File: src/rtl/binary_to_bcd.sv
// Sequential double-dabble converter: one binary bit per clock into packed BCD digits.
// Flags overflow when the value does not fit in DIGITS decimal digits (digits wrap mod 10^DIGITS).
module binary_to_bcd #(
    parameter int SIZE   = 10,
    parameter int DIGITS = 4
) (
    input  logic                  clk,
    input  logic                  reset,
    input  logic [SIZE-1:0]       binary,
    input  logic                  start,
    output logic [4*DIGITS-1:0]   bcd,
    output logic                  busy,
    output logic                  done,
    output logic                  overflow
);

    localparam int CW = $clog2(SIZE + 1);

    typedef enum logic {IDLE, SHIFT} state_t;

    state_t              state;
    logic [SIZE-1:0]     bin_sr;
    logic [4*DIGITS-1:0] scratch;
    logic [4*DIGITS-1:0] adj;
    logic [4*DIGITS:0]   shifted;
    logic [CW-1:0]       cnt;
    logic                ovf_acc;

    // +3 on every digit >= 5 before the shift, so a doubled digit carries cleanly into the next one.
    always_comb begin
        adj = scratch;
        for (int i = 0; i < DIGITS; i++) begin
            if (scratch[4*i +: 4] >= 4'd5)
                adj[4*i +: 4] = scratch[4*i +: 4] + 4'd3;
        end
    end

    // Bit shifted out of the top digit means the value has reached 10^DIGITS.
    assign shifted = {adj, bin_sr[SIZE-1]};

    always_ff @(posedge clk) begin
        if (reset) begin
            state    <= IDLE;
            bin_sr   <= '0;
            scratch  <= '0;
            cnt      <= '0;
            ovf_acc  <= 1'b0;
            bcd      <= '0;
            busy     <= 1'b0;
            done     <= 1'b0;
            overflow <= 1'b0;
        end else begin
            done <= 1'b0;
            case (state)
                IDLE: begin
                    if (start) begin
                        bin_sr  <= binary;
                        scratch <= '0;
                        cnt     <= CW'(SIZE);
                        ovf_acc <= 1'b0;
                        busy    <= 1'b1;
                        state   <= SHIFT;
                    end
                end
                SHIFT: begin
                    bin_sr  <= bin_sr << 1;
                    scratch <= shifted[4*DIGITS-1:0];
                    ovf_acc <= ovf_acc | shifted[4*DIGITS];
                    cnt     <= cnt - CW'(1);
                    if (cnt == CW'(1)) begin
                        bcd      <= shifted[4*DIGITS-1:0];
                        overflow <= ovf_acc | shifted[4*DIGITS];
                        done     <= 1'b1;
                        busy     <= 1'b0;
                        state    <= IDLE;
                    end
                end
                default: state <= IDLE;
            endcase
        end
    end

endmodule

File: config.mk
export PLATFORM = sky130hd
export DESIGN_NAME = binary_to_bcd
export DESIGN_NICKNAME = d
export VERILOG_FILES = /design/src/rtl/binary_to_bcd.sv
export SDC_FILE = /design/constraint.sdc
export NUM_CORES = 1
export LEC_CHECK = 0
export BUFFER_PORTS_ARGS = -buffer_cell sky130_fd_sc_hd__buf_2
export CORE_UTILIZATION = 55
export DETAILED_ROUTE_END_ITERATION = 10
export PLACE_DENSITY = 0.77
export SETUP_SLACK_MARGIN = 0.05
export SLEW_MARGIN = 0
export SYNTH_ARGS = -nofsm -noshare
export SYNTH_HDL_FRONTEND = slang
export SYNTH_SLANG_ARGS = --single-unit
File: constraint.sdc
create_clock -name clk -period 3.7 [get_ports clk]
set_clock_uncertainty 0.2 [all_clocks]
set_input_delay 0.37 -clock clk [delete_from_list [all_inputs] [get_ports clk]]
set_output_delay 0.37 -clock clk [all_outputs]
set_load 0.05 [all_outputs]
==> summary.md, run 1 <==
| Metric | Value |
|---|---|
| Status | `finished clean` |
| Actual slew at the worst max-slew pin | `0.802 ns` |
| CTS tree | `yes` |
| CP Max Fanout | `19` |
| PD cells | `384 mW/mm^2` |
| Max Root-Sink Buffers | `2` |
| Setup tns final | `0 ns` |
| Die area | `0.00437 sq mm` |
| DP HPWL | `2.88 mm` |
| Max_cap viols | `0` |
| Die width | `66.1 um` |
| Fin. Hold Viols | `0` |
| Seq/Total Area, Yosys | `45.2%` |
| Post_cts resized | `0` |
| Data arrival time of the worst path | `2.10 ns` |
| First-pass GRT wire length | `7.09 mm` |
| Relative slew slack | `46.2%` |
| Antenna Nets Post-Route | `0` |
| Flops & latches, synth | `51` |
| Diodes inserted | `0` |
| DRC | `0` |
| Share of layout cells above drive strength 1 | `19.4%` |
| Clock slew at reported path FFs | `0.09 ns` |
| Primary FF master, synth | `dfxtp_1` |
| Fmax achieved | `484 MHz` |
| Area grow syn2layout | `10.3%` |
| Post-Syn Nets | `258` |
| WS Path Type | `reg2reg` |
| DR vias/cell | `5.58` |
| Yosys cell types | `32` |
| Mapped Cells | `235` |
| RSZ-0062 raised after global routing | `false` |
| CTS buffer count | `5` |
| EDFF count, synth | `0` |
| Fin crit share | `55.9%` |
| Root buffer selected by CTS | `clkbuf_8` |
| CP endpoint kind | `register` |
| Gpl congestion | `0.785` |
| Total gr overflow | `0` |
| Final net count | `285` |
| Clock latency on the worst-skew pair | `0.30 ns` |
| Final setup vio count | `0` |
| Post-CTS Hold Buffers | `0` |
| Vias after detailed routing | `1736` |
| H-tree Lvls | `2` |
| Startpoint Class | `register` |
| Gr usage total | `21.5%` |
| Max-slew violation count | `0` |
| Pleak | `1.02 nW` |
| FFs w/ async S/R, synth | `0%` |
| Post-route minimum period | `2.07 ns` |
| Worst hold slack | `0.159 ns` |
| CP required | `3.73 ns` |
| PortBufs | `31` |
| Antenna violations before repair | `0` |
| Post-CTS Repair Setup Buffers | `0` |
| WL final | `4.26 mm` |
| Drt first pass iters | `4` |
| Number of global-route vias before repair | `1489` |
| Largest net degree at the start of global routing | `27` |
| VDD IR max | `294 uV` |
| Number of core rows | `22` |
| Hold Crit Class | `in2reg` |
| Yosys warns | `0` |
| TritonCTS Sinks | `51` |
| 1st-iter DRT viols | `121` |
| Synthesized area | `0.00226 sq mm` |
| Initial Util | `59.5%` |
| Routed length per instance | `13.7 um` |
| Die Y | `66.1 um` |
| Core ar. | `0.00380 sq mm` |
| Syn_area_per_cell | `9.62 sq um` |
| I/O pin total | `32` |
[layout make-up]
class	instances	area, sq um
multi-input combinational	160	1110
fill	327	1310
tap	48	60.1
timing repair buffer	32	163
clock inverter	2	12.5
sequential	51	1020
inverter	12	57.6
clock buffer	6	72.6
[registers in the layout, indices dropped and copies added, names as in the netlist]
signal / flops
bcd: 16
scratch: 16
ovf_acc: 1
done: 1
busy: 1
bin_sr: 10
cnt: 4
overflow: 1
state: 1
[cells in the mapped netlist, drive strengths merged (3+ instances only)]
cell / count / area share (%)
buf: 9 / 2.8
dfxtp: 51 / 45
nor2: 25 / 4.4
a21oi: 28 / 6.9
nor3: 12 / 3.4
inv: 11 / 1.8
xnor2: 4 / 1.6
nand3: 4 / 0.89
a22o: 17 / 6.6
clkbuf: 3 / 0.50
o2bb2ai: 8 / 3.1
ha: 10 / 5.5
nor3b: 8 / 2.7
nand2: 4 / 0.78
mux2i: 15 / 6.6
nand2b: 6 / 1.7
o21ai: 14 / 3.1
[final timing paths]
kind                  start        end  slack, ns  depth (start not counted)
hold / removal    binary[0]  bin_sr[0]       0.16                          3
hold reg to reg     bcd[15]    bcd[15]       0.26                          1
setup reg to reg      state    ovf_acc       1.63                          5
setup / recovery      state    ovf_acc       1.63                          5
[cells in the final DEF, fill, tap and decap left out]
cell	instances
nand3_1	4
o21ai_1	2
a21oi_1	24
o21ai_0	12
mux2i_1	15
o21ba_2	1
ha_1	10
nor3b_1	8
a22o_1	17
clkinv_2	1
a21oi_2	4
nand2_2	1
nor2_1	23
nand3b_1	1
clkbuf_8	5
nand2b_1	6
dfxtp_1	51
inv_2	1
clkbuf_1	1
nand2_1	3
clkinv_8	1
nor3_2	1
o2bb2ai_1	8
buf_4	1
nor3_1	10
buf_2	31
xnor2_1	4
nor2_2	2
a311oi_1	1
nor3_4	1
clkinvlp_4	1
inv_1	10
a211oi_1	2
[kinds of logic (layout without fill, tap and decap cells)]
logic type / count (synthesis) / count (layout) / share of synthesized area, %
fa+ha+maj: 10 / 10 / 5.54
simple gates: 60 / 60 / 14.1
compound gates: 71 / 71 / 21.2
buf+inv: 24 / 52 / 5.87
xor+xnor: 4 / 4 / 1.55
flops: 51 / 51 / 45.2
mux: 15 / 15 / 6.64
[routing by layer]
| layer | global-route usage, % | share of wire [%] | up-vias |
|---|---|---|---|
| met4 | 7.98 | 1.5 | 0 |
| met3 | 4.14 | 2.9 | 8 |
| met2 | 31.5 | 44 | 25 |
| li1 | - | - | 896 |
| met1 | 30.9 | 52 | 807 |
| met5 | 0 | 0 | - |
[worst max-delay path, cell delays in order (launching register included)]
cell and delay (ns):
dfxtp_1 0.75, buf_4 0.32, inv_2 0.11, nor2_2 0.39, o21ai_1 0.13, o21ai_0 0.10
[report_power, final]
group	switching [mW]	internal [mW]
sequential	0.0135	0.562
combinational	0.0465	0.0284
clock	0.174	0.132
total	0.234	0.722
[metrics by stage]
stage	power, mW	utilization [%]	instance area [sq um]	worst slack [ns]	cells
floorplan	0.647	-	2260	2.20	235
global route	1.00	65.6	2490	1.48	311
finish	0.956	65.6	2490	1.63	311
CTS	0.969	65.6	2490	1.67	311
global placement	0.661	63.4	2410	1.68	303
detailed placement	0.663	63.4	2410	1.66	303
Note: power is estimated with default switching activity, not from simulation.
==> inputs of run 2 (changes only) <==
Settings changed: ABC_AREA set to 1, CORE_UTILIZATION 55 to 51, PLACE_DENSITY 0.77 to 0.75.
Clock period 3.7 ns to 1.7 ns, I/O delays scaled along.
==> summary.md, run 2 <==
| Metric | Value |
|---|---|
| Status | `finished clean (unchanged)` |
| DR WL met3 | `209 um (was 122 um)` |
| Clock latency on the worst-skew pair | `0.30 ns (about the same)` |
| Max_cap viols | `0 (unchanged)` |
| Post-Syn Nets | `353 (was 258)` |
| Die Y | `70.9 um (was 66.1 um)` |
| Actual slew at the worst max-slew pin | `0.406 ns (was 0.802 ns)` |
| Die area | `0.00502 sq mm (was 0.00437 sq mm)` |
| Primary FF master, synth | `dfxtp_1 (unchanged)` |
| Number of global-route vias before repair | `1971 (was 1489)` |
| Antenna violations before repair | `0 (unchanged)` |
| Area grow syn2layout | `15.7% (was 10.3%)` |
| WS Path Type | `reg2reg (unchanged)` |
| Multi-input gate area | `0.00114 sq mm (was 0.00111 sq mm)` |
| Routed length per instance | `11.8 um (was 13.7 um)` |
| Most common cell after layout, fill and taps aside | `nand2_1 (was dfxtp_1)` |
| Startpoint Class | `register (unchanged)` |
| Yosys cell types | `23 (was 32)` |
| H-tree Lvls | `2 (unchanged)` |
| Final setup vio count | `0 (unchanged)` |
| Synthesized area | `0.00242 sq mm (was 0.00226 sq mm)` |
| Clock slew at reported path FFs | `0.09 ns (about the same)` |
| Data arrival time of the worst path | `1.58 ns (was 2.10 ns)` |
| Gpl congestion | `0.881 (was 0.785)` |
| PD cells | `789 mW/mm^2 (was 384 mW/mm^2)` |
| Hold wc startpoint | `binary[4] (was binary[0])` |
| CP required | `1.75 ns (was 3.73 ns)` |
| Syn_area_per_cell | `7.33 sq um (was 9.62 sq um)` |
| Fmax achieved | `653 MHz (was 484 MHz)` |
| DP HPWL | `3.37 mm (was 2.88 mm)` |
| Highest metal used | `met4 (unchanged)` |
| Die width | `70.9 um (was 66.1 um)` |
| Number of core rows | `24 (was 22)` |
| Core ar. | `0.00444 sq mm (was 0.00380 sq mm)` |
| Flops & latches, synth | `51 (unchanged)` |
| Sequential cell area | `0.00102 sq mm (about the same)` |
| Setup crit start | `scratch[9] (was state)` |
| Hold Crit Class | `in2reg (unchanged)` |
| Gr usage total | `21.3% (was 21.5%)` |
| DRC | `0 (unchanged)` |
| Seq/Total Area, Yosys | `42.2% (was 45.2%)` |
| Vias after detailed routing | `2182 (was 1736)` |
| First-pass GRT wire length | `8.42 mm (was 7.09 mm)` |
| Relative slew slack | `72.9% (was 46.2%)` |
| 1st-iter DRT viols | `95 (was 121)` |
| Post-route minimum period | `1.53 ns (was 2.07 ns)` |
| Synth Area in XOR/XNOR | `0% (was 1.55%)` |
| FF-to-FF Start | `scratch[9] (was state)` |
| Drt first pass iters | `6 (was 4)` |
| Max Root-Sink Buffers | `2 (unchanged)` |
| RSZ-0062 raised after global routing | `true (was false)` |
| Biggest regs | `bcd x16, scratch x16, bin_sr x10 (unchanged)` |
| Final core utilization | `63.0% (was 65.6%)` |
| Pleak | `1.36 nW (was 1.02 nW)` |
| Most frequent cells in the layout | `nand2_1, dfxtp_1, nand3_1, inv_1, buf_2 (was dfxtp_1, buf_2, a21oi_1, nor2_1, a22o_1)` |
| Met2 WL | `2.35 mm (was 1.85 mm)` |
| Adder-cell area share of the yosys netlist | `5.17% (was 5.54%)` |
| CTS buffer count | `5 (unchanged)` |
| Max-slew violation count | `0 (unchanged)` |
| Total gr overflow | `0 (unchanged)` |
| Area contributors post-synth | `dfxtp_1, nand2_1, nand3_1 (was dfxtp_1, mux2i_1, a22o_1)` |
| Metal-1 WL | `2.36 mm (was 2.22 mm)` |
| Mapped Cells | `330 (was 235)` |
| Setup tns final | `0 ns (unchanged)` |
| Antenna Nets Post-Route | `0 (unchanged)` |
| Fin crit share | `90.1% (was 55.9%)` |
| PortBufs | `31 (unchanged)` |
| I/O pin total | `32 (unchanged)` |
| Synth cell count leaders | `nand2_1, dfxtp_1, nand3_1, inv_1, a21oi_1 (was dfxtp_1, a21oi_1, nor2_1, a22o_1, mux2i_1)` |
| Final net count | `393 (was 285)` |
| EDFF count, synth | `0 (unchanged)` |
| CP endpoint kind | `register (unchanged)` |
| WL final | `4.99 mm (was 4.26 mm)` |
| CP Max Fanout | `4 (was 19)` |
| Yosys warns | `0 (unchanged)` |
| Post-Synth Simple-Gate Area | `28.5% (was 14.1%)` |
| Compound-Gate Fraction of Synth Area | `12.5% (was 21.2%)` |
| Filler Cells Inserted | `416 (was 327)` |
| Mux share of post-synthesis cell area | `0% (was 6.64%)` |
| DR vias/cell | `5.16 (was 5.58)` |
| Diodes inserted | `0 (unchanged)` |
| TritonCTS Sinks | `51 (unchanged)` |
| Share of layout cells above drive strength 1 | `17.5% (was 19.4%)` |
| Synth area leader | `dfxtp_1 (unchanged)` |
| VDD IR max | `587 uV (was 294 uV)` |
| FFs w/ async S/R, synth | `0% (unchanged)` |
| Main combinational cell family by area after synthesis | `simple AND/OR/NAND/NOR gates (was compound AO/OA/AOI/OAI gates)` |
| CTS tree | `yes (unchanged)` |
| Yosys top cell area share | `42.2% (was 45.2%)` |
| Largest net degree at the start of global routing | `22 (was 27)` |
| Root buffer selected by CTS | `clkbuf_8 (unchanged)` |
| Initial Util | `54.4% (was 59.5%)` |
| Top-count cell post-synth | `nand2_1 (was dfxtp_1)` |
| Fin. Hold Viols | `0 (unchanged)` |
==> run 2: logic make-up (layout without fill, tap and decap cells) <==
| family | count (synthesis) | after routing |
|---|---|---|
| buf+inv | 57 | 98 |
| fa+ha+maj | 10 | 10 |
| flops | 51 | 51 |
| simple gates | 159 | 159 |
| compound gates | 53 | 53 |
==> run 2: cell type report <==
cell class | instances | share of cell area [%]
clock buffers | 7 | 3.44
clock inverters | 1 | 0.268
inverters | 45 | 6.03
multi-input cells | 222 | 40.7
flip-flops and latches | 51 | 36.6
well taps | 52 | 2.32
repair buffers | 45 | 10.6
==> run 2: critical path, cell delays in order (launching register included) <==
cell and delay, ns:
dfxtp_1 0.32, inv_1 0.11, ha_1 0.17, inv_1 0.07
o21ai_2 0.19, nand2_2 0.11, nand2_1 0.09, nand3_1 0.09
a21oi_2 0.12
==> run 2: what timing repair did <==
action | 4_1_cts | 5_1_grt
setup endpoints to repair | 0 | 12
setup buffers | 0 | 3
hold endpoints to repair | 4 | 0
resized for setup | 0 | 9
hold buffers | 5 | 0
==> run 2: path summary, 6_finish.rpt <==
| path | end | slack [ns] | cells after the start |
|---|---|---|---|
| worst max-delay path | scratch[10] | 0.17 | 8 |
| worst min-delay path | bin_sr[4] | 0.006 | 5 |
| worst max register to register | scratch[10] | 0.17 | 8 |
| worst min register to register | bcd[9] | 0.25 | 2 |
==> run 2: stage by stage <==
stage / power [mW] / hold slack, ns / instances / instance area [sq um] / worst slack, ns
after CTS: 2.23 / 0.00403 / 420 / 2740 / 0.111
after detailed placement: 1.46 / 0.234 / 407 / 2580 / 0.133
final: 2.21 / 0.00562 / 423 / 2800 / 0.168
after global routing: 2.31 / 0.0370 / 423 / 2800 / 0.0482
after floorplan: 1.41 / 0.132 / 330 / 2420 / 0.311
after global placement: 1.46 / 0.234 / 407 / 2580 / 0.203
==> run 2: layer usage <==
metal  up-vias  global-route usage (%)
met5         -                       0
met4         0                    9.33
met3         7                    4.56
met2        44                    35.8
met1       995                    26.4
li1       1136                       -
==> run 2: power breakdown <==
group          switching (mW)  internal, mW  total (mW)  leakage [nW]
Clock                   0.397         0.371       0.767        0.0505
Combinational           0.128        0.0762       0.204         0.897
Sequential             0.0160          1.22        1.24         0.415
